### src/rtl/sha3_padder_ctrl_if.sv
// sha3_padder_ctrl_if: message-word input and rate-block output handshake bundle.
interface sha3_padder_ctrl_if #(parameter int RATE_WORDS = 9);
    logic [63:0]              in;
    logic                     in_valid;
    logic                     is_last;
    logic [2:0]               byte_num;
    logic                     in_ready;
    logic                     clear;
    logic [64*RATE_WORDS-1:0] out;
    logic                     out_valid;
    logic                     out_ack;
    logic                     last_block;
    logic                     done;
    modport master (
        output in, in_valid, is_last, byte_num, clear, out_ack,
        input  in_ready, out, out_valid, last_block, done
    );
    modport slave (
        input  in, in_valid, is_last, byte_num, clear, out_ack,
        output in_ready, out, out_valid, last_block, done
    );
endinterface

### src/rtl/sha3_padder_ctrl.sv
// sha3_padder_ctrl: collects 64-bit message words into SHA3 rate blocks,
// applying 0x06..0x80 domain padding and zero fill to the final block.
module sha3_padder_ctrl #(
    parameter int RATE_WORDS = 9
) (
    input logic              clk,
    input logic              rst_n,
    sha3_padder_ctrl_if.slave bus
);
    localparam int W  = 64 * RATE_WORDS;
    localparam int CW = $clog2(RATE_WORDS + 1);
    localparam logic [CW-1:0] LAST = CW'(RATE_WORDS - 1);

    typedef enum logic [1:0] {ABSORB, PAD, FULL, DONE} state_t;

    state_t        state_q, state_d;
    logic [CW-1:0] cnt_q, cnt_d;
    logic [W-1:0]  out_q, out_d;
    logic          last_q, last_d;
    logic          at_end;
    logic [63:0]   pad_word;

    // Keep the n leading message bytes and place the 0x06 domain byte right after them.
    function automatic logic [63:0] padder1(input logic [63:0] d, input logic [2:0] n);
        logic [63:0] keep;
        keep = ~({64{1'b1}} >> {n, 3'b000});
        return (d & keep) | (64'h06 << (6'd56 - {n, 3'b000}));
    endfunction

    assign at_end   = cnt_q == LAST;
    assign pad_word = padder1(bus.in, bus.byte_num) | (at_end ? 64'h80 : 64'h0);

    always_comb begin
        state_d = state_q;
        cnt_d   = cnt_q;
        out_d   = out_q;
        last_d  = last_q;
        if (bus.clear) begin
            state_d = ABSORB;
            cnt_d   = '0;
            out_d   = '0;
            last_d  = 1'b0;
        end else begin
            case (state_q)
                ABSORB: if (bus.in_valid) begin
                    out_d   = {out_q[W-65:0], bus.is_last ? pad_word : bus.in};
                    cnt_d   = cnt_q + 1'b1;
                    last_d  = last_q | bus.is_last;
                    state_d = at_end ? FULL : (bus.is_last ? PAD : ABSORB);
                end
                PAD: begin
                    out_d   = {out_q[W-65:0], at_end ? 64'h80 : 64'h0};
                    cnt_d   = cnt_q + 1'b1;
                    state_d = at_end ? FULL : PAD;
                end
                FULL: if (bus.out_ack) begin
                    cnt_d   = '0;
                    out_d   = '0;
                    last_d  = 1'b0;
                    state_d = last_q ? DONE : ABSORB;
                end
                DONE: ;
            endcase
        end
    end

    always_ff @(posedge clk or negedge rst_n) begin
        if (!rst_n) begin
            state_q <= ABSORB;
            cnt_q   <= '0;
            out_q   <= '0;
            last_q  <= 1'b0;
        end else begin
            state_q <= state_d;
            cnt_q   <= cnt_d;
            out_q   <= out_d;
            last_q  <= last_d;
        end
    end

    assign bus.in_ready   = state_q == ABSORB;
    assign bus.out_valid  = state_q == FULL;
    assign bus.last_block = (state_q == FULL) && last_q;
    assign bus.done       = state_q == DONE;
    assign bus.out        = out_q;
endmodule
### src/flat_wrapper.sv
// flat-port wrapper written by rule: the top's interface ports become plain ports
module sha3_padder_ctrl_flat 
#(
    parameter int RATE_WORDS = 9
)
  (clk, rst_n, bus_in, bus_in_valid, bus_is_last, bus_byte_num, bus_clear, bus_out_ack, bus_in_ready, bus_out, bus_out_valid, bus_last_block, bus_done);
  sha3_padder_ctrl_if #(.RATE_WORDS(RATE_WORDS)) bus_i ();
  input logic clk;
  input logic rst_n;
  input wire logic [$bits(bus_i.in)-1:0] bus_in;
  input wire logic [$bits(bus_i.in_valid)-1:0] bus_in_valid;
  input wire logic [$bits(bus_i.is_last)-1:0] bus_is_last;
  input wire logic [$bits(bus_i.byte_num)-1:0] bus_byte_num;
  input wire logic [$bits(bus_i.clear)-1:0] bus_clear;
  input wire logic [$bits(bus_i.out_ack)-1:0] bus_out_ack;
  output wire logic [$bits(bus_i.in_ready)-1:0] bus_in_ready;
  output wire logic [$bits(bus_i.out)-1:0] bus_out;
  output wire logic [$bits(bus_i.out_valid)-1:0] bus_out_valid;
  output wire logic [$bits(bus_i.last_block)-1:0] bus_last_block;
  output wire logic [$bits(bus_i.done)-1:0] bus_done;
  assign bus_i.in = bus_in;
  assign bus_i.in_valid = bus_in_valid;
  assign bus_i.is_last = bus_is_last;
  assign bus_i.byte_num = bus_byte_num;
  assign bus_i.clear = bus_clear;
  assign bus_i.out_ack = bus_out_ack;
  assign bus_in_ready = bus_i.in_ready;
  assign bus_out = bus_i.out;
  assign bus_out_valid = bus_i.out_valid;
  assign bus_last_block = bus_i.last_block;
  assign bus_done = bus_i.done;
  sha3_padder_ctrl #(.RATE_WORDS(RATE_WORDS)) u_core (.clk(clk), .rst_n(rst_n), .bus(bus_i));
endmodule
### config.mk
export PLATFORM = sky130hd
export DESIGN_NAME = sha3_padder_ctrl_flat
export DESIGN_NICKNAME = d
export VERILOG_FILES = /design/src/rtl/sha3_padder_ctrl_if.sv /design/src/rtl/sha3_padder_ctrl.sv /design/src/flat_wrapper.sv
export SDC_FILE = /design/constraint.sdc
export NUM_CORES = 1
export LEC_CHECK = 0
export CAP_MARGIN = 30
export CORE_MARGIN = 2
export CORE_UTILIZATION = 30
export DETAILED_ROUTE_END_ITERATION = 16
export PLACE_DENSITY = 0.56
export SLEW_MARGIN = 20
export SYNTH_ARGS = -nofsm -noshare
export SYNTH_HDL_FRONTEND = slang
export SYNTH_SLANG_ARGS = --single-unit
### constraint.sdc
create_clock -name clk -period 4 [get_ports clk]
set_input_delay 0.6 -clock clk [delete_from_list [all_inputs] [get_ports clk]]
set_output_delay 0.6 -clock clk [all_outputs]
set_load 0.05 [all_outputs]
# == After elaboration in Yosys (flattened, before gate mapping) ==
# Cells that the tools add are included.
# totals
ff_bits,583
latchBits,0
mem_bits_rw,0
mem_bits_ro,0
input_bits,73
output_inout_bits,580
word_cells,47
mem_count,0
# classes
addsub,2
multipliers,0
div,0
magnitude_cmp,0
n_eq_ne,6
shifts,2
muxes,22
bitwise_logic,5
n_reduce_logical,6
# ops
operator,count
$mux 576,3
$pmux 576 s3,1
$or 64x64->64,2
$and 64x64->64,1
$mux 64,1
$not 64->64,1
$shl 3x6->64 const A,1
$shr 64x6->64 const A,1
$mux 2,6
$mux 4,3
$pmux 4 s3,1
$mux 8,1
$ne 3x3->1 const B,2
$pmux 2 s3,1
$reduce_and 3->1,2
$sub 6x6->6 const A,1
$add 4x1->4 const B,1
$eq 2x2->1 const B,2
$eq 4x4->1 const B,1
$mux 1,4
$reduce_bool 4->1,1
$reduce_bool 3->1,1
$eq 2x1->1 const B,1
$logic_not 2->1,1
3 further kinds,3

# == Longest topological paths before layout ==
# depth
word_depth,9
depth_mapped,10
ltp_nobuf,6

# == Worst setup path after synthesis ==
# OpenSTA, ideal clock, no wires.
# synth_path
path_kind,flip-flop to flip-flop
startpoint,register u_core.state_q[0]
endpoint,register u_core.out_q[356] (netlist: u_core.bus.out[356])
setup_ns,0.119
t_arrival_ns,2.235
required_ns,3.881
slack_ns,1.645
path_stages_with_launch,11
n_path_buf,4
synth_period_minus_slack_ns,2.355
path_cell_list,dfrtp_1 -> inv_1 -> ha_1 -> or3_4 -> a31o_1 -> clkbuf_1 -> buf_6 -> buf_6 -> buf_6 -> nand3_1 -> nand2_1
# synth_via
elab_chain_cells,3
# synth_lines
item,line,source
start: declaration,sha3_padder_ctrl.sv:16,"state_t state_q, state_d;"
start signal: assignment,sha3_padder_ctrl.sv:74,state_q <= state_d;
$eq 2x2->1 *,n/a,
net bus_out_valid,flat_wrapper.sv:18,output wire logic [$bits(bus_i.out_valid)-1:0] bus_out_valid;
"$ne 3x3->1 (no source line), or another cell as far along",n/a,
$reduce_and 3->1 (no source line) or $mux 576 (tied branches),n/a,
end signal: assignment,sha3_padder_ctrl.sv:76,out_q <= out_d;
end: declaration,sha3_padder_ctrl.sv:18,"logic [W-1:0] out_q, out_d;"
# Mark *: on every way through the listed nets, which the timed path passes. The rest lies on a longest branch.
# A chain may end at the register's enable or synchronous reset.

# == Final worst setup path ==
# layout_path
startpoint,register u_core.state_q[0]
endpoint,output port bus_last_block
# layout_via
elab_chain_cells,2
# layout_lines
item,line,source
$eq 2x2->1,sha3_padder_ctrl.sv:83,assign bus.last_block = (state_q == FULL) && last_q;
$logic_and 1x1->1,sha3_padder_ctrl.sv:83,
end: declaration,flat_wrapper.sv:19,output wire logic [$bits(bus_i.last_block)-1:0] bus_last_block;
# No other way between the ends.

==> reports/summary.md <==
Via-per-instance ratio: 4.637. For the pin with the worst max-slew slack, the measured transition is 0.9741 ns. The largest total area in the synthesized netlist belongs to dfrtp_1. The number of DRC violations after detailed routing is 0, and the relative slew slack is 35.06%.

Overall power consumption after layout is estimated at 20.01 mW. The number of placed instances with taps included came out at 4121. The family of cells with the greatest summed delay on the critical path was buffers and inverters. In this run the biggest area consumer among cell types represents 62.68% of the synthesized area. The horizontal extent of the die was 282.5 um; the average wire per cell in the routed design was 19.54 um. IR analysis of the VDD net gives a maximum drop of 0.0004359 V. The H-tree generated during clock tree synthesis spans 3 levels. The number of antenna diodes in the final layout is 0.

The tools report the source of the critical timing path as u_core.state_q[0]$_DFFE_PN0P_. In this run the remaining antenna-violating nets after routing total 0. The tools report the final weighted congestion in routability-driven placement as 0.8606. Setup repair after global routing left no endpoint under its margin.

By area the synthesized netlist is led by dfrtp_1 (63%), nand2_1 (18%), nand3_1 (12%), buf_2 (2.1%), buf_6 (0.97%). The number of hold buffers added after CTS was 0. The worst register-to-register path has a setup slack of 1.28 ns.

In this run the deepest clock path goes through 3 buffers. Path type of the worst min-delay path: primary input to asynchronous set/reset pin. The tools report the number of hold violations in the final report as 0. For this run, the register share of the synthesized area comes to 62.68%.

The run finished with clean final reports. Relative to the synthesized area, the layout overhead comes to 42.05%. The logs give 2 for the number of antenna violations at the first check in global routing and 2636 for the number of nets in the synthesized netlist.

In the final layout, the share of cells above drive strength 1 is 5.222%. Detailed-route via count: 19650. Yosys instantiated no cell more often than nand2_1.

Logic depth of the worst register-to-register path: 8. Global routing used 20.19% of the available tracks. The first global-routing pass estimated 123200 um of wire.

The floorplan has 102 rows. Excluding fillers, the count of instances in the completed layout stands at 4238. Summed over all failing endpoints, the final setup total negative slack is 0 ns. The logs give 0 for the max-slew violation total from the final report and 16.60 nW for the reported leakage power. For this block, the initial DRC count from the detailed router was 1511. The number of search-and-repair iterations in the first detailed-routing pass is 5, and the count of cell instances traversed by the critical path is 4.

The die covers 79820 sq um. The worst register-to-register path ends at u_core.bus.out[422]$_DFFE_PN0P_. The longest individual stage delay on the worst path works out to 0.83 ns. The logs give 2.55 ns for the critical path data arrival time and 58930 um for the half-perimeter wire length after placement. The netlist uses 34 different library cells.

TritonCTS built the clock tree. Of all nets on the critical path, the largest fanout is 8. At the worst endpoint, the required time is 3.40 ns.

Type of destination of the critical path: a primary output. The worst setup path is launched from a flip-flop. On the final layout, the worst clock skew is 0.02700 ns. The tools report the via count of the first global-routing pass as 18770. Setup violations remaining at the end of the flow were counted as 0. For this design the top-level I/O count stands at 653. Instance count of the mapped netlist: 2557. The tools report the launch point of the worst reg-to-reg path as u_core.state_q[0]$_DFFE_PN0P_. The clock-pin slew on the worst setup and hold paths was 0.06 ns. The post-synthesis area per instance is 9.102 sq um. Cell at the root of the clock tree: clkbuf_16.

Cell area after layout: 33060 sq um. The chip height came out at 282.5 um. The commonest cells after synthesis are nand2_1 (1121), dfrtp_1 (583), nand3_1 (552), buf_2 (97), clkbuf_1 (39). The total overflow left after global routing is 0.

The post-synthesis sequential element count was 583; the share of the cycle needed by the critical path after routing was 78.85%. In the final design database the tool counted 3232 nets. The tools report the number of maximum-capacitance constraint violations as 0.

The async set or reset register ratio after synthesis is 100.0%, and the cell area after placement is 30880 sq um. Cells fill 42.89% of the core in the end. The peak clock frequency supported by timing was 0.3170 GHz. The logs give 0 for the post-cts gate resize count and 82830 um for the total wire length after detailed routing. The critical path in this run is classified as flip-flop to primary output. The slowest stage of the critical path belongs to the cell clkdlybuf4s50_1. Together, buffers and inverters on the worst path number 2.

Entering global routing, the biggest net connects 135 pins. The power density relative to cell area was 605.1 nW/um^2; the clock period minus worst slack was 3.154 ns. The area of the mapped netlist was 23270 sq um.

The critical path ends at bus_last_block. The count of input and output buffers works out to 652. The run gives 77080 sq um as the placeable core area.

The initial utilization of the core area, before any placement, comes to 30.19%. The number of clock sinks was 583; the number of synthesized flops with an enable pin was 0. The number of synthesis warnings came out at 0.

The critical path goes through inv_1 > ha_1 > and2_1 > clkdlybuf4s50_1. At the later pin of the worst-skew pair, clock insertion delay measures 0.59 ns. Clock tree synthesis inserted a total of 70 buffers. The most common flop cell mapped by yosys was dfrtp_1. Once the clock tree was built, the setup fixing pass inserted 0 buffers.
per-layer routing:
metal	up-vias	GRT usage [%]	routed length [um]
met5	-	0	0
met4	0	8.845	3574
met3	171	4.056	4527
met2	572	30.61	38190
met1	9407	27.95	36530
li1	9501	-	-
flip-flops by register name, indices dropped and copies added, names as in the netlist:
| register | cells |
|---|---|
| u_core.bus.out | 576 |
| u_core.cnt_q | 4 |
| u_core.state_q | 2 |
| u_core.last_q | 1 |
how the worst min path moves through the flow:
stage	from	end	slack (ns)
floorplan	rst_n	u_core.bus.out[0]$_DFFE_PN0P_	0.30
global placement	u_core.bus.out[517]$_DFFE_PN0P_	u_core.bus.out[517]$_DFFE_PN0P_	0.45
detailed placement	u_core.bus.out[525]$_DFFE_PN0P_	u_core.bus.out[525]$_DFFE_PN0P_	0.45
CTS	rst_n	u_core.bus.out[314]$_DFFE_PN0P_	0.13
global route	rst_n	u_core.bus.out[299]$_DFFE_PN0P_	0.15
finish	rst_n	u_core.bus.out[299]$_DFFE_PN0P_	0.11
kinds of logic after synthesis:
kind of cell | share of synthesized area [%]
DFF | 62.68
muxes | 0.1720
AOI/OAI and AO/OA | 1.731
and+or+nand+nor | 30.75
buffers and inverters | 4.344
adders and majority gates | 0.3226
cell type report:
type                    count  area, sq um
repair buffers            715         7267
multi-input cells        1777         7699
inverters                   6        22.52
clock buffers             103         2016
well taps                1040         1301
flip-flops and latches    583        14590
clock inverters            14        166.4
fillers                  7836        44020
report_power, final:
part	leakage [nW]	switching (mW)	total, mW	internal [mW]
clock	1.06	2.51	6.12	3.61
combinational	7.44	5.25	6.95	1.70
sequential	8.09	0.520	6.94	6.42
total	16.6	8.28	20.0	11.7
per-stage QoR:
| stage | hold slack [ns] | worst slack, ns |
|---|---|---|
| after floorplan | 0.3044 | 1.645 |
| after global placement | 0.4498 | 1.071 |
| after detailed placement | 0.4547 | 1.077 |
| after CTS | 0.1271 | 0.8026 |
| after global routing | 0.1510 | 0.7020 |
| final | 0.1063 | 0.8458 |
layout by cell type (no fill, tap or decap), types with 12 or more instances in the layout:
cell type / count
dfrtp_1: 583
nand2_1: 1121
clkbuf_1: 19
clkbuf_16: 70
nand3_1: 552
buf_4: 42
a22o_1: 12
buf_12: 21
clkdlybuf4s50_1: 651
o21ai_0: 26
clkbuf_8: 14
(Power assumes the default switching activity.)
